===== src/rtl/bits2bytes_stream.sv =====
// bits2bytes_stream: packs a stream of IN_BITS-wide words LSB-first into
// OUT_BYTES-wide byte beats with valid/ready on both sides. The final word
// of a packet drains the accumulator. The last beat may be zero-padded and
// carries a byte-keep mask.
//
// Ports:
//   clk_i, rst_i          clock, asynchronous active-high reset
//   in_valid_i/in_ready_o input word handshake
//   in_bits_i             input word, bit 0 earliest in the stream
//   in_last_i             input word is the last of its packet
//   out_valid_o/out_ready_i output beat handshake
//   out_bytes_o           beat data, byte i = stream bits 8i..8i+7
//   out_keep_o            byte i of the beat carries data
//   out_last_o            beat is the last of its packet
module bits2bytes_stream #(
    parameter int unsigned IN_BITS   = 12,
    parameter int unsigned OUT_BYTES = 4
) (
    input  logic                      clk_i,
    input  logic                      rst_i,
    input  logic                      in_valid_i,
    output logic                      in_ready_o,
    input  logic [IN_BITS-1:0]        in_bits_i,
    input  logic                      in_last_i,
    output logic                      out_valid_o,
    input  logic                      out_ready_i,
    output logic [OUT_BYTES-1:0][7:0] out_bytes_o,
    output logic [OUT_BYTES-1:0]      out_keep_o,
    output logic                      out_last_o
);

    localparam int unsigned OUT_W = 8 * OUT_BYTES;
    localparam int unsigned ACC_W = OUT_W + IN_BITS;
    localparam int unsigned CNT_W = $clog2(ACC_W + 1);

    localparam logic [CNT_W-1:0] OUT_W_C   = CNT_W'(OUT_W);
    localparam logic [CNT_W-1:0] IN_BITS_C = CNT_W'(IN_BITS);

    generate
        if (IN_BITS < 1 || IN_BITS > OUT_W) begin : g_bad_params
            $error("bits2bytes_stream: IN_BITS must be in 1..8*OUT_BYTES");
        end
    endgenerate

    typedef enum logic {
        FILL  = 1'b0,
        DRAIN = 1'b1
    } mode_t;

    mode_t              mode;
    logic [ACC_W-1:0]   acc;
    logic [CNT_W-1:0]   cnt;

    logic               last_beat;
    logic               pop;
    logic               push;
    logic [ACC_W-1:0]   acc_pop;
    logic [CNT_W-1:0]   cnt_pop;

    // Beat decode, purely from registered state
    assign last_beat   = (mode == DRAIN) && (cnt <= OUT_W_C);
    assign out_valid_o = (mode == DRAIN) ? (cnt != '0) : (cnt >= OUT_W_C);
    assign out_last_o  = last_beat;
    assign out_bytes_o = acc[OUT_W-1:0];

    // Partial keep only on the final drained beat: ceil(cnt/8) bytes
    always_comb begin
        out_keep_o = '0;
        if (out_valid_o) begin
            if (last_beat) begin
                for (int i = 0; i < int'(OUT_BYTES); i++) begin
                    out_keep_o[i] = (CNT_W'(8 * i) < cnt);
                end
            end else begin
                out_keep_o = '1;
            end
        end
    end

    // Room exists if the current beat is not over-full or is leaving this cycle
    assign in_ready_o = (mode == FILL) && ((cnt <= OUT_W_C) || out_ready_i);

    assign pop  = out_valid_o && out_ready_i;
    assign push = in_valid_i && in_ready_o;

    // Accumulator after any same-cycle pop; a push lands on top of this
    always_comb begin
        acc_pop = acc;
        cnt_pop = cnt;
        if (pop) begin
            acc_pop = acc >> OUT_W;
            cnt_pop = (cnt >= OUT_W_C) ? (cnt - OUT_W_C) : '0;
        end
    end

    // State register: accumulator, fill count and mode
    always_ff @(posedge clk_i or posedge rst_i) begin
        if (rst_i) begin
            acc  <= '0;
            cnt  <= '0;
            mode <= FILL;
        end else if (pop && last_beat) begin
            acc  <= '0;
            cnt  <= '0;
            mode <= FILL;
        end else begin
            if (push) begin
                acc <= acc_pop | (ACC_W'(in_bits_i) << cnt_pop);
                cnt <= cnt_pop + IN_BITS_C;
                if (in_last_i) begin
                    mode <= DRAIN;
                end
            end else begin
                acc <= acc_pop;
                cnt <= cnt_pop;
            end
        end
    end

endmodule


===== config.mk =====
export PLATFORM = sky130hd
export DESIGN_NAME = bits2bytes_stream
export DESIGN_NICKNAME = d
export VERILOG_FILES = /design/src/rtl/bits2bytes_stream.sv
export SDC_FILE = /design/constraint.sdc
export NUM_CORES = 1
export LEC_CHECK = 0
export ABC_AREA = 0
export CAP_MARGIN = 20
export CORE_UTILIZATION = 54
export CTS_BUF_LIST = sky130_fd_sc_hd__clkbuf_16
export DETAILED_ROUTE_END_ITERATION = 12
export GPL_TIMING_DRIVEN = 0
export PLACE_DENSITY = 0.8
export SYNTH_ARGS = -nofsm -noshare
export SYNTH_HDL_FRONTEND = slang
export SYNTH_SLANG_ARGS = --single-unit

===== constraint.sdc =====
create_clock -name clk_i -period 2.6 [get_ports clk_i]
set_input_delay 0.26 -clock clk_i [delete_from_list [all_inputs] [get_ports clk_i]]
set_output_delay 0.26 -clock clk_i [all_outputs]
set_load 0.02 [all_outputs]

==> impl_metrics.env, run 1 <==
export IMPL_die_x_um=82.25
export IMPL_startpoint_type="register"
export IMPL_cpPeakStageDelay_ps=640
export IMPL_hold_class="input port to async pin"
export IMPL_relSlewSlack_pct=49.56
export IMPL_drt_iter0_drc=294
export IMPL_finalHoldViolations=0
export IMPL_cts_setup_buffers=0
export IMPL_drive_gt1_share_pct=19.13
export IMPL_ctsHoldBuffers=0
export IMPL_dp_slack_ps=-275.9
export IMPL_antenna_found_initial=0
export IMPL_crit_slowest_cell="clkdlybuf4s50_1"
export IMPL_top_layer="met4"
export IMPL_h_tree_depth=2
export IMPL_cp_data_arrival_time_ps=2280
export IMPL_layout_commonest_cell="dfrtp_1"
export IMPL_yosysWarnings=0
export IMPL_grt_pass1_vias=3363
export IMPL_wirelength_um=11410
export IMPL_grt_pass1_wl_um=17590
export IMPL_synth_main_ff_cell="dfrtp_1"
export IMPL_grt_max_degree=27
export IMPL_regArea_um2=1276
export IMPL_cts_tree="done"
export IMPL_dr_wl_met3_um=982
export IMPL_clock_sinks=51
export IMPL_cts_buffer_depth=2
export IMPL_clk_latency_ps=300
export IMPL_rows=28
export IMPL_maxCapViolCount=0
export IMPL_core_area_um2=6061
export IMPL_mostFrequentLayoutCells="dfrtp_1 (51), clkdlybuf4s50_1 (50), nand2_1 (37)"
export IMPL_dr_wl_met2_um=5419
export IMPL_place_gp_congestion=0.9504
export IMPL_final_area_um2=4357
export IMPL_powerDensity_nw_per_um2=1172
export IMPL_status="finished, final reports clean"
export IMPL_synth_area_per_cell_um2=8.781
export IMPL_drt_pass1_iterations=7
export IMPL_end_kind="output pin"
export IMPL_placedInstanceArea_um2=4141
export IMPL_ant_nets=0
export IMPL_synth_cells=396
export IMPL_ios=56
export IMPL_crit_path_max_fanout=10
export IMPL_root_buffer="clkbuf_16"
export IMPL_synth_edf_count=0
export IMPL_crit_required_ps=2340
export IMPL_layout_nets=477
export IMPL_fin_skew_ps=7.727
export IMPL_grtUsageTotal_pct=35.48
export IMPL_wl_met1_um=4632
export IMPL_rsz0062_at_grt="true"
export IMPL_yosys_register_bits=51
export IMPL_crit_type="register to output pin"
export IMPL_port_buffers=55
export IMPL_setup_viol=0
export IMPL_post_route_worst_setup_slack_ps=59.75
export IMPL_dp_hpwl_um=8258
export IMPL_yosys_area_top_type="dfrtp_1"
export IMPL_start_util_pct=57.37
export IMPL_path_buf_inv=3
export IMPL_routed_via_density=6.697
export IMPL_ir_drop_mv=0.9182
export IMPL_worstPathCellList="buf_6, buf_2, nor2_1, nand3_1, a21oi_1, clkdlybuf4s50_1"
export IMPL_clkTransAtPathRegs_ps=70
export IMPL_leakage_nw=1.868
export IMPL_period_minus_slack_ps=2540
export IMPL_netlist_cell_type_count=68
export IMPL_cts_made_buffers=5
export IMPL_die_area_um2=6764
export IMPL_fillCellCount=477
export IMPL_gr_total_overflow=0
export IMPL_seq_area_frac_synth_pct=36.70
export IMPL_multi_input_area_um2=1788
export IMPL_drc=0
export IMPL_dieHeight_um=82.25
export IMPL_synth_area_top_cells="dfrtp_1 (37%), buf_4 (7.3%), o21ai_0 (4.5%), nand2_1 (4.1%), o221ai_1 (3.8%)"
export IMPL_wl_per_cell_um=21.32
export IMPL_fmax_mhz=393.7
export IMPL_crit_family="buffers and inverters"
export IMPL_vias=3583
export IMPL_netlist_area_um2=3477
export IMPL_async_reset_ff_share_pct=100.0
export IMPL_diodes=0
export IMPL_synth_top_area_share_pct=36.70
export IMPL_syn_num_nets=414
export IMPL_fin_crit_sh_pct=97.70
export IMPL_area_growth_synth_to_final_pct=25.30
export IMPL_tightest_slew_ps=748.7
export IMPL_maxSlewViolCount=0
cells in the mapped netlist, drive strengths merged, types with 7 or more instances:
cell     n
o221ai  15
o21ai   35
a32oi    8
nor2    27
clkbuf   7
nand3   18
mux2i    8
nand2   39
a21boi   8
dfrtp   51
nor3    11
inv     11
a21oi   14
buf     53
final timing paths:
| check | from | end | slack [ps] | depth (start not counted) |
|---|---|---|---|---|
| min in group clk_i | acc[36]$_DFF_PP0_ | acc[36]$_DFF_PP0_ | 490 | 2 |
| max in group asynchronous | rst_i | cnt[4]$_DFF_PP0_ | 1710 | 3 |
| setup / recovery | cnt[1]$_DFF_PP0_ | in_ready_o | 60 | 6 |
| setup reg to reg | cnt[5]$_DFF_PP0_ | acc[15]$_DFF_PP0_ | 200 | 8 |
| hold / removal | rst_i | acc[11]$_DFF_PP0_ | 350 | 2 |
| hold reg to reg | acc[36]$_DFF_PP0_ | acc[36]$_DFF_PP0_ | 490 | 2 |
sequential cells by signal, summed over array words and instances (netlist names):
register / cells
acc: 44
mode: 1
cnt: 6
power breakdown:
group	switching [mW]	internal, mW
logic	1.78	1.32
registers	0.163	1.07
clock network	0.309	0.455
total	2.25	2.85
routing by layer:
| metal | GRT usage [%] | up-vias |
|---|---|---|
| met5 | 0 | - |
| met4 | 13.33 | 0 |
| met3 | 6.703 | 41 |
| met2 | 58.02 | 221 |
| met1 | 46.45 | 1750 |
| li1 | - | 1571 |
through the flow:
step | setup TNS, ps | total power, mW | cells | util, % | hold WS (ps)
final | 0 | 5.106 | 535 | 71.88 | 347.9
after global routing | -32.22 | 5.368 | 535 | 71.88 | 423.4
after CTS | 0 | 5.015 | 535 | 71.16 | 370.4
after detailed placement | -4918 | 4.268 | 527 | 68.33 | 479.6
after global placement | -4280 | 4.211 | 526 | 68.00 | 470.5
after floorplan | 0 | 3.190 | 396 | - | 409.8
what timing repair did:
item,4_1_cts,5_1_grt
gates resized for setup,7,14
pin swaps,0,1
endpoints found under the setup margin,5,28
kinds of logic (layout without fill, tap and decap cells):
family,count (synthesis),after routing,synth area share [%]
compound gates,130,130,26.95
xor+xnor,2,2,0.5039
fa+ha+maj,1,1,0.3598
buf+inv,71,135,13.24
flops,51,51,36.70
mux,11,11,3.275
simple gates,130,130,18.96
area by class of cell:
type | instances | share of cell area (%)
Multi-Input combinational cell | 274 | 41.04
Sequential cell | 51 | 29.29
Timing Repair Buffer | 56 | 12.95
Buffer | 60 | 9.764
Clock buffer | 5 | 2.872
Tap cell | 75 | 2.154
Clock inverter | 3 | 0.9764
Inverter | 11 | 0.9477
Note: power is estimated with default switching activity, not from simulation.
==> inputs of run 2 (changes only) <==
clock period = 2.59 ns   (was 2.6 ns; I/O delays follow)
==> run 2 against run 1 <==
Compared with the run above: cell area unchanged; power grew 0.35%; critical path depth unchanged; sequential cell count unchanged; global-route usage is the same; sequential power about the same; sequential share of layout area unchanged; core utilization is the same; final cell count stayed put; register-to-register slack hardly changed; combinational power about the same; highest routed layer unchanged.
==> impl_metrics.env, run 2 (synthesis results as in run 1) <==
export IMPL_status="finished, final reports clean"
export IMPL_grt_max_degree=27
export IMPL_dp_hpwl_um=8258
export IMPL_h_tree_depth=2
export IMPL_crit_type="register to output pin"
export IMPL_cts_tree="done"
export IMPL_ios=56
export IMPL_layout_nets=477
export IMPL_grt_pass1_vias=3363
export IMPL_crit_slowest_cell="clkdlybuf4s50_1"
export IMPL_hold_class="input port to async pin"
export IMPL_end_kind="output pin"
export IMPL_dieHeight_um=82.25
export IMPL_crit_path_max_fanout=10
export IMPL_clock_sinks=51
export IMPL_largest_register="acc"
export IMPL_port_buffers=55
export IMPL_gr_total_overflow=0
export IMPL_start_util_pct=57.37
export IMPL_rows=28
export IMPL_area_growth_synth_to_final_pct=25.30
export IMPL_grtUsageTotal_pct=35.48
export IMPL_place_gp_congestion=0.9504
export IMPL_relSlewSlack_pct=49.32
export IMPL_placedInstanceArea_um2=4141
export IMPL_routed_via_density=6.673
export IMPL_cp_data_arrival_time_ps=2280
export IMPL_dp_cells=527
export IMPL_largest_reg_flops=44
export IMPL_maxCapViolCount=0
export IMPL_finalNonFillerCells=535
export IMPL_leakage_nw=1.868
export IMPL_dp_slack_ps=-284.9
export IMPL_drt_pass1_iterations=6
export IMPL_layout_commonest_cell="dfrtp_1"
export IMPL_cpPeakStageDelay_ps=650
export IMPL_regArea_um2=1276
export IMPL_setup_viol=0
export IMPL_wirelength_um=11400
export IMPL_powerDensity_nw_per_um2=1176
export IMPL_ant_nets=0
export IMPL_antenna_found_initial=0
export IMPL_largestRegisters="acc (44), cnt (6), mode (1)"
export IMPL_wl_per_cell_um=21.31
export IMPL_grt_pass1_wl_um=17590
export IMPL_vias=3570
export IMPL_crit_required_ps=2330
export IMPL_cts_buffer_depth=2
export IMPL_tightest_slew_ps=752.3
export IMPL_fillCellCount=477
export IMPL_final_area_um2=4357
export IMPL_die_x_um=82.25
export IMPL_startpoint_type="register"
export IMPL_core_area_um2=6061
export IMPL_root_buffer="clkbuf_16"
export IMPL_diodes=0
export IMPL_ir_drop_mv=0.9216
export IMPL_maxSlewViolCount=0
export IMPL_drive_gt1_share_pct=19.13
export IMPL_clkTransAtPathRegs_ps=70
export IMPL_post_route_worst_setup_slack_ps=47.58
export IMPL_clk_latency_ps=290
export IMPL_fin_skew_ps=7.431
export IMPL_power_mw=5.123
export IMPL_mostFrequentLayoutCells="dfrtp_1 (51), clkdlybuf4s50_1 (50), nand2_1 (37)"
export IMPL_fmax_mhz=393.3
export IMPL_finalHoldViolations=0
export IMPL_multi_input_area_um2=1788
export IMPL_cts_setup_buffers=0
export IMPL_drt_iter0_drc=308
export IMPL_cts_made_buffers=5
export IMPL_utilization_pct=71.88
export IMPL_drc=0
export IMPL_whs_ps=347.6
export IMPL_fin_crit_sh_pct=98.16
export IMPL_tns_ps=0
export IMPL_rsz0062_at_grt="true"
export IMPL_die_area_um2=6764
export IMPL_ctsHoldBuffers=0
export IMPL_worstPathCellList="buf_6, buf_2, nor2_1, nand3_1, a21oi_1, clkdlybuf4s50_1"
export IMPL_period_minus_slack_ps=2542
==> run 2: critical path: cells and delay by family, from the launching register on <==
kind,cells,cell delay (ps)
buf+inv,3,980
simple gates,2,440
compound gates,1,190
flops,1,370
==> run 2: path summary, 6_finish.rpt <==
path / slack, ps / end / from / cells after the start
max: 50 / in_ready_o / cnt[1]$_DFF_PP0_ / 6
min: 350 / acc[11]$_DFF_PP0_ / rst_i / 2
max reg2reg: 190 / acc[15]$_DFF_PP0_ / cnt[5]$_DFF_PP0_ / 8
min reg2reg: 490 / acc[36]$_DFF_PP0_ / acc[36]$_DFF_PP0_ / 2
max in group asynchronous: 1700 / acc[12]$_DFF_PP0_ / rst_i / 3
min in group clk_i: 490 / acc[36]$_DFF_PP0_ / acc[36]$_DFF_PP0_ / 2
==> run 2: what timing repair did <==
| item | 4_1_cts | 5_1_grt |
|---|---|---|
| endpoints found under the setup margin | 5 | 29 |
| cloned | 0 | 0 |
| pin swaps | 0 | 1 |
| resized for setup | 7 | 15 |
==> run 2: area by class of cell <==
type / count / share of cell area (%)
buffer: 60 / 9.764
clock buffer: 5 / 2.872
clock inverter: 3 / 0.9764
inverter: 11 / 0.9477
multi-input combinational: 274 / 41.04
sequential: 51 / 29.29
tap: 75 / 2.154
timing repair buffer: 56 / 12.95
==> run 2: routing by layer <==
metal  vias up  part of all wire, %  GRT usage, %
met2       226                   47         58.02
met1      1725                   40         46.45
met3        44                  9.1         6.703
met4         0                  3.7         13.33
met5         -                    0             0
li1       1575                    -             -
==> run 2: power by group <==
group	switching [mW]	internal, mW	leakage (nW)
combinational	1.79	1.33	1.11
clock	0.308	0.457	0.0818
sequential	0.165	1.08	0.680
total	2.26	2.86	1.87
